$ cat config.mk
export PLATFORM = sky130hd
export DESIGN_NAME = led_flick_gen
export DESIGN_NICKNAME = d
export VERILOG_FILES = /design/src/rtl/led_flick_pkg.sv /design/src/rtl/flick_sync_edge.sv /design/src/rtl/led_flick_gen.sv
export SDC_FILE = /design/constraint.sdc
export NUM_CORES = 1
export LEC_CHECK = 0
export CORE_MARGIN = 3
export CORE_UTILIZATION = 43
export CTS_CLUSTER_DIAMETER = 60
export DETAILED_ROUTE_END_ITERATION = 10
export HOLD_SLACK_MARGIN = 0.03
export PLACE_DENSITY = 0.73
export SYNTH_ARGS = -nofsm -noshare
export SYNTH_HDL_FRONTEND = slang
export SYNTH_SLANG_ARGS = --single-unit
$ cat constraint.sdc
create_clock -name clk -period 2.4 [get_ports clk]
set_input_delay 0.48 -clock clk [delete_from_list [all_inputs] [get_ports clk]]
set_output_delay 0.48 -clock clk [all_outputs]
set_load 0.02 [all_outputs]
$ cat src/rtl/led_flick_pkg.sv
// Shared types for the LED flicker bar: FSM state encoding and its width.
package led_flick_pkg;
    localparam int ST_W = 3;

    typedef enum logic [ST_W-1:0] {
        ST_IDLE   = 3'd0,
        ST_FILL1  = 3'd1,
        ST_DRAIN1 = 3'd2,
        ST_FILL2  = 3'd3,
        ST_DRAIN2 = 3'd4
    } state_e;
endpackage

$ cat src/rtl/flick_sync_edge.sv
// Two-flop synchronizer for the push-button level plus a rising-edge detector
// producing a single-clock pulse.
module flick_sync_edge (
    input  logic clk,
    input  logic reset,
    input  logic flick_in,
    output logic pulse_out
);
    logic s1_q, s2_q, prev_q;

    always_ff @(posedge clk or negedge reset) begin
        if (!reset) begin
            s1_q   <= 1'b0;
            s2_q   <= 1'b0;
            prev_q <= 1'b0;
        end else begin
            s1_q   <= flick_in;
            s2_q   <= s1_q;
            prev_q <= s2_q;
        end
    end

    // Held-high-through-reset presses still produce one edge because the
    // flops come out of reset at 0.
    assign pulse_out = s2_q & ~prev_q;
endmodule

$ cat src/rtl/led_flick_gen.sv
// Thermometer LED bar that fills, drains to B1, refills to B2 and drains out;
// a press near the B1 breakpoint or at empty kicks the bar back up.
module led_flick_gen
    import led_flick_pkg::*;
#(
    parameter int N_LED = 16,
    parameter int B1    = 5,
    parameter int B2    = 10,
    parameter int DIV   = 1
) (
    input  logic                         clk,
    input  logic                         reset,
    input  logic                         flick,
    output logic [N_LED-1:0]             LED,
    output logic [ST_W-1:0]              current_state,
    output logic [$clog2(N_LED+1)-1:0]   current_index,
    output logic                         busy
);
    localparam int CW = $clog2(N_LED + 1);
    localparam int PW = (DIV > 1) ? $clog2(DIV) : 1;

    localparam logic [CW-1:0] IDX_FULL = CW'(N_LED);
    localparam logic [CW-1:0] IDX_B1   = CW'(B1);
    localparam logic [CW-1:0] IDX_B2   = CW'(B2);
    localparam logic [PW-1:0] PS_LAST  = PW'(DIV - 1);

    if (!(B1 > 0 && B1 < B2 && B2 < N_LED && DIV >= 1)) begin : g_param_chk
        $error("led_flick_gen: parameters need 0 < B1 < B2 < N_LED and DIV >= 1");
    end

    logic          pulse;
    logic          tick;
    logic [PW-1:0] ps_q, ps_d;
    logic          pend_q, pend_d;
    state_e        state_q, state_d;
    logic [CW-1:0] idx_q, idx_d;

    flick_sync_edge u_sync (
        .clk      (clk),
        .reset    (reset),
        .flick_in (flick),
        .pulse_out(pulse)
    );

    assign tick = (ps_q == PS_LAST);
    assign ps_d = tick ? '0 : ps_q + PW'(1);

    // A tick always consumes the flag; a pulse landing on that same tick is
    // kept for the following one.
    assign pend_d = tick ? pulse : (pend_q | pulse);

    always_ff @(posedge clk or negedge reset) begin
        if (!reset) begin
            ps_q    <= '0;
            pend_q  <= 1'b0;
            state_q <= ST_IDLE;
            idx_q   <= '0;
        end else begin
            ps_q    <= ps_d;
            pend_q  <= pend_d;
            state_q <= state_d;
            idx_q   <= idx_d;
        end
    end

    // On reaching a phase target the next phase's first step is taken on the
    // same tick, so the index never dwells at a breakpoint.
    always_comb begin
        state_d = state_q;
        idx_d   = idx_q;
        case (state_q)
            ST_IDLE: begin
                idx_d = '0;
                if (tick && pend_q) begin
                    state_d = ST_FILL1;
                    idx_d   = CW'(1);
                end
            end
            ST_FILL1: if (tick) begin
                if (idx_q == IDX_FULL) begin
                    state_d = ST_DRAIN1;
                    idx_d   = idx_q - CW'(1);
                end else begin
                    idx_d = idx_q + CW'(1);
                end
            end
            ST_DRAIN1: if (tick) begin
                if (idx_q == IDX_B1) begin
                    state_d = pend_q ? ST_FILL1 : ST_FILL2;
                    idx_d   = idx_q + CW'(1);
                end else begin
                    idx_d = idx_q - CW'(1);
                end
            end
            ST_FILL2: if (tick) begin
                if (idx_q == IDX_B2) begin
                    state_d = ST_DRAIN2;
                    idx_d   = idx_q - CW'(1);
                end else begin
                    idx_d = idx_q + CW'(1);
                end
            end
            ST_DRAIN2: if (tick) begin
                if (idx_q == '0) begin
                    state_d = pend_q ? ST_FILL1 : ST_IDLE;
                    idx_d   = pend_q ? CW'(1) : '0;
                end else if (idx_q == IDX_B1 && pend_q) begin
                    state_d = ST_FILL2;
                    idx_d   = idx_q + CW'(1);
                end else begin
                    idx_d = idx_q - CW'(1);
                end
            end
            default: begin
                state_d = ST_IDLE;
                idx_d   = '0;
            end
        endcase
    end

    always_comb begin
        LED = '0;
        for (int i = 0; i < N_LED; i++) begin
            LED[i] = (CW'(i) < idx_q);
        end
    end

    assign current_state = state_q;
    assign current_index = idx_q;
    assign busy          = (state_q != ST_IDLE);
endmodule

==> metrics.sh <==
POSTSYNTHCELLCOUNT=129
CLOCK_LATENCY_PS=280
LAYOUTNONFILLERINSTCOUNT=192
LEAKAGE_DISSIPATION_nW=0.637
TOTALPOWERFINAL_mW=2.33
KIND_OF_END_POINT_OF_THE_CRITICAL_PATH='flop'
CLOCK-SINKS=12
SLEW_VIOL_FINAL=0
SYNTH_CELL_TYPES=44
DRT_FIRST_ITER_VIOLATIONS=48
ROUTE.VIAS.TOTAL=1145
HOLDCRITPATHCLASS='reg -> reg'
TIMING.FINAL.HOLD_VIOLATIONS=0
CTS.HOLD.BUFFERS_ADDED=0
HOLD_WS_PS=361
ANTENNADIODECOUNT=0
TIMING.CRITICAL_PATH.REQUIRED_PS=2570
PLACEMENT_ROWS=17
CLOCK_TREE_FROM_TRITONCTS='built'
MAPPEDNETLISTAREA_MM2=0.00103
CRITPATHARRIVALTIME_PS=2480
GRT_MAX_DEGREE=16
TIMING.CRITICAL_PATH.FROM_TYPE='flop'
POST_SYNTH.CELL_AREA_AVG_UM2=7.98
WL_PER_CELL_UM=15.1
YS_FF_LATCH=12
LAYOUT-DRIVE-GT1-SHARE_PCT=21.3
YOSYSWARNINGCOUNT=0
PLACE_WORST_SETUP_SLACK_PS=160
SYNTH-MAIN-FF-CELL='sky130_fd_sc_hd__dfrtp_1'
GRT_PASS1_WL_UM=4650
NUM-FILL-CELLS=191
PROPORTION_OF_SYNTHESIZED_FLIP_FLOPS_HAVING_ASYNCHRONOUS_SET_OR_RESET_PCT=100
GRT_OVERFLOW_TOTAL=0
PLACEMENT.CELL_AREA_MM2=0.00137
GROUTE.USAGE.OVERALL_PCT=21.5
WORST_PATH_CLASS_SETUP='reg -> reg'
IO_BUFFER_COUNT=27
FMAX_MHz=433
FP.DIEAREA_MM2=0.00302
DESIGN.FINAL.NETS=173
CTS.ROOT.BUFFER_CELL='sky130_fd_sc_hd__clkbuf_4'
SYN-NUM-NETS=137
PLACE_CONGESTION=0.957
FINALSETUPTNS_PS=0
DRC=0
STATUS='complete, no violations'
VIA_COUNT_OF_THE_FIRST_GLOBAL_ROUTING_PASS=990
CLOCK_SLEW_AT_REPORTED_PATH_FFS_PS=70
FIN_WORST_SKEW_PS=3.15
DIE_WIDTH_UM=54.9
FINAL.MIN_CLOCK_PERIOD_PS=2310
CAP_VIOLATIONS=0
CRIT-REG2REG-LAUNCH='current_index[2]'
FLOORPLAN.DIE.HEIGHT_UM=54.9
CLOCK_TREE.HTREE_LEVEL_COUNT=1
STARTPOINT='current_index[2]'
CORE_OUTLINE_AREA_MM2=0.00223
HOLD_START='u_sync.s1_q'
CLOCKBUFFERDEPTH=2
FIN_CRIT_SHARE_PCT=96.2
LAYOUT_SETUP_WS_PS=92.3
PLACE_HPWL_UM=2110
TIMING_WORST_SLEW_PIN_VALUE_PS=723
SETUP_VIOL_COUNT_FINAL=0
DRT_FIRST_PASS_ITERS=5
ANTENNA_FOUND_INITIAL=0
TIMING.CRITICAL_PATH.FANOUT_MAX=9
VIAS_PER_CELL=5.96
VDD.IR_DROP.WORST_mV=0.990
SYNTH_ENABLE_FLOP_CELLS=0
FINALCOREUTILIZATION_PCT=65.7
NUM_IO_PINS=28
GRT_SETUP_UNREPAIRED='false'
POWERDENSITY_mW_PER_MM2=1590
WL_UM=2900
SYNTH_SEQUENTIAL_AREA_RATIO_PCT=29.2
NUMBER_OF_BUFFERS_ADDED_BY_THE_CLOCK_TREE_SYNTHESIS_STEP=3
AREA_DELTA_SYNTH_FINAL_PCT=42.4
ROUTE.ANTENNA.REMAINING_NETS=0
START_UTIL_PCT=46.1
PLACED_CELLS_INCL_TAPS=184
FINISH.INSTANCE_AREA_MM2=0.00147
MAXSLEWHEADROOM_PCT=51.7
==> final timing paths <==
check / slack (ps) / cells after the start / endpoint
worst max-delay path: 90 / 7 / current_index[3]
worst min-delay path: 360 / 0 / u_sync.s2_q
worst max register to register: 90 / 7 / current_index[3]
worst min register to register: 360 / 0 / u_sync.s2_q
max in group asynchronous: 1460 / 1 / current_index[1]
min in group asynchronous: 550 / 1 / current_state[1]
==> synthesized netlist by cell type, drive strengths merged (2+ instances only) <==
cell    number  share of area (%)
o22ai        3                1.8
nand2b       4                2.4
nor3         4                1.9
nor2         8                3.6
o21bai       3                2.2
nand3        2               0.97
ha           5                6.1
o21ai       10                4.9
nand2       14                5.1
inv         10                3.6
a21oi        9                4.4
a31oi        4                2.4
clkbuf       5                1.8
a22o         2                2.6
buf          6                3.0
xor2         2                1.7
nor2b        2                1.2
o32ai        2                1.7
o211ai       4                3.4
dfrtp       12                 29
==> flip-flops by register name, indices dropped and copies added, names as in the netlist <==
signal and cells:
pend_q 1, u_sync.s2_q 1, current_index 5, u_sync.prev_q 1, u_sync.s1_q 1, current_state 3
==> area by class of cell <==
| class | count | area [µm²] | share of cell area [%] |
|---|---|---|---|
| clock buffer | 4 | 36.3 | 2.47 |
| inverter | 10 | 37.5 | 2.56 |
| multi-input combinational | 96 | 652 | 44.5 |
| sequential | 12 | 305 | 20.8 |
| tap | 28 | 35.0 | 2.39 |
| timing repair buffer | 42 | 400 | 27.3 |
==> kinds of logic (layout without fill, tap and decap cells) <==
logic type	count (synthesis)	in the layout	share of synthesized area [%]
compound gates	45	45	30.3
xor+xnor	2	2	1.70
fa+ha+maj	5	5	6.08
buf+inv	21	56	8.51
flops	12	12	29.2
mux	2	2	2.07
simple gates	42	42	22.2
==> cells in the final DEF, fill, tap and decap left out, types with 4 or more instances in the layout <==
cell / Yosys / routed
sky130_fd_sc_hd__inv_1: 9 / 8
sky130_fd_sc_hd__a31oi_1: 4 / 4
sky130_fd_sc_hd__o21ai_0: 10 / 10
sky130_fd_sc_hd__a21oi_1: 9 / 9
sky130_fd_sc_hd__nand2_1: 14 / 14
sky130_fd_sc_hd__dfrtp_2: 0 / 4
sky130_fd_sc_hd__ha_1: 5 / 5
sky130_fd_sc_hd__nand2b_1: 4 / 4
sky130_fd_sc_hd__clkdlybuf4s50_1: 0 / 25
sky130_fd_sc_hd__nor2_1: 7 / 7
sky130_fd_sc_hd__dfrtp_1: 12 / 8
sky130_fd_sc_hd__buf_4: 1 / 14
==> where the power goes <==
part           switching (mW)  internal (mW)
clock                  0.0694         0.0924
sequential              0.138          0.273
combinational           0.940          0.814
total                    1.15           1.18
==> metal layers <==
| metal | global-route usage [%] | part of all wire, % | up-vias |
|---|---|---|---|
| met5 | 0 | 0 | - |
| met4 | 10.1 | 3.1 | 0 |
| met3 | 5.36 | 8.8 | 16 |
| met2 | 31.7 | 44 | 64 |
| met1 | 29.2 | 44 | 530 |
| li1 | - | - | 535 |
==> worst max-delay path: stages (launching register included) <==
cell and delay, ps:
sky130_fd_sc_hd__dfrtp_2 490, sky130_fd_sc_hd__buf_4 170, sky130_fd_sc_hd__or4b_1 570, sky130_fd_sc_hd__and3_4 230, sky130_fd_sc_hd__a22o_4 280, sky130_fd_sc_hd__o21ai_0 160, sky130_fd_sc_hd__o311ai_1 120, sky130_fd_sc_hd__a22o_1 190
==> what timing repair did <==
action	4_1_cts	5_1_grt
endpoints found under the setup margin	4	11
buffers inserted	0	4
gates resized for setup	2	5
gates cloned	0	0
hold endpoints to repair	0	0
(Power assumes the default switching activity.)
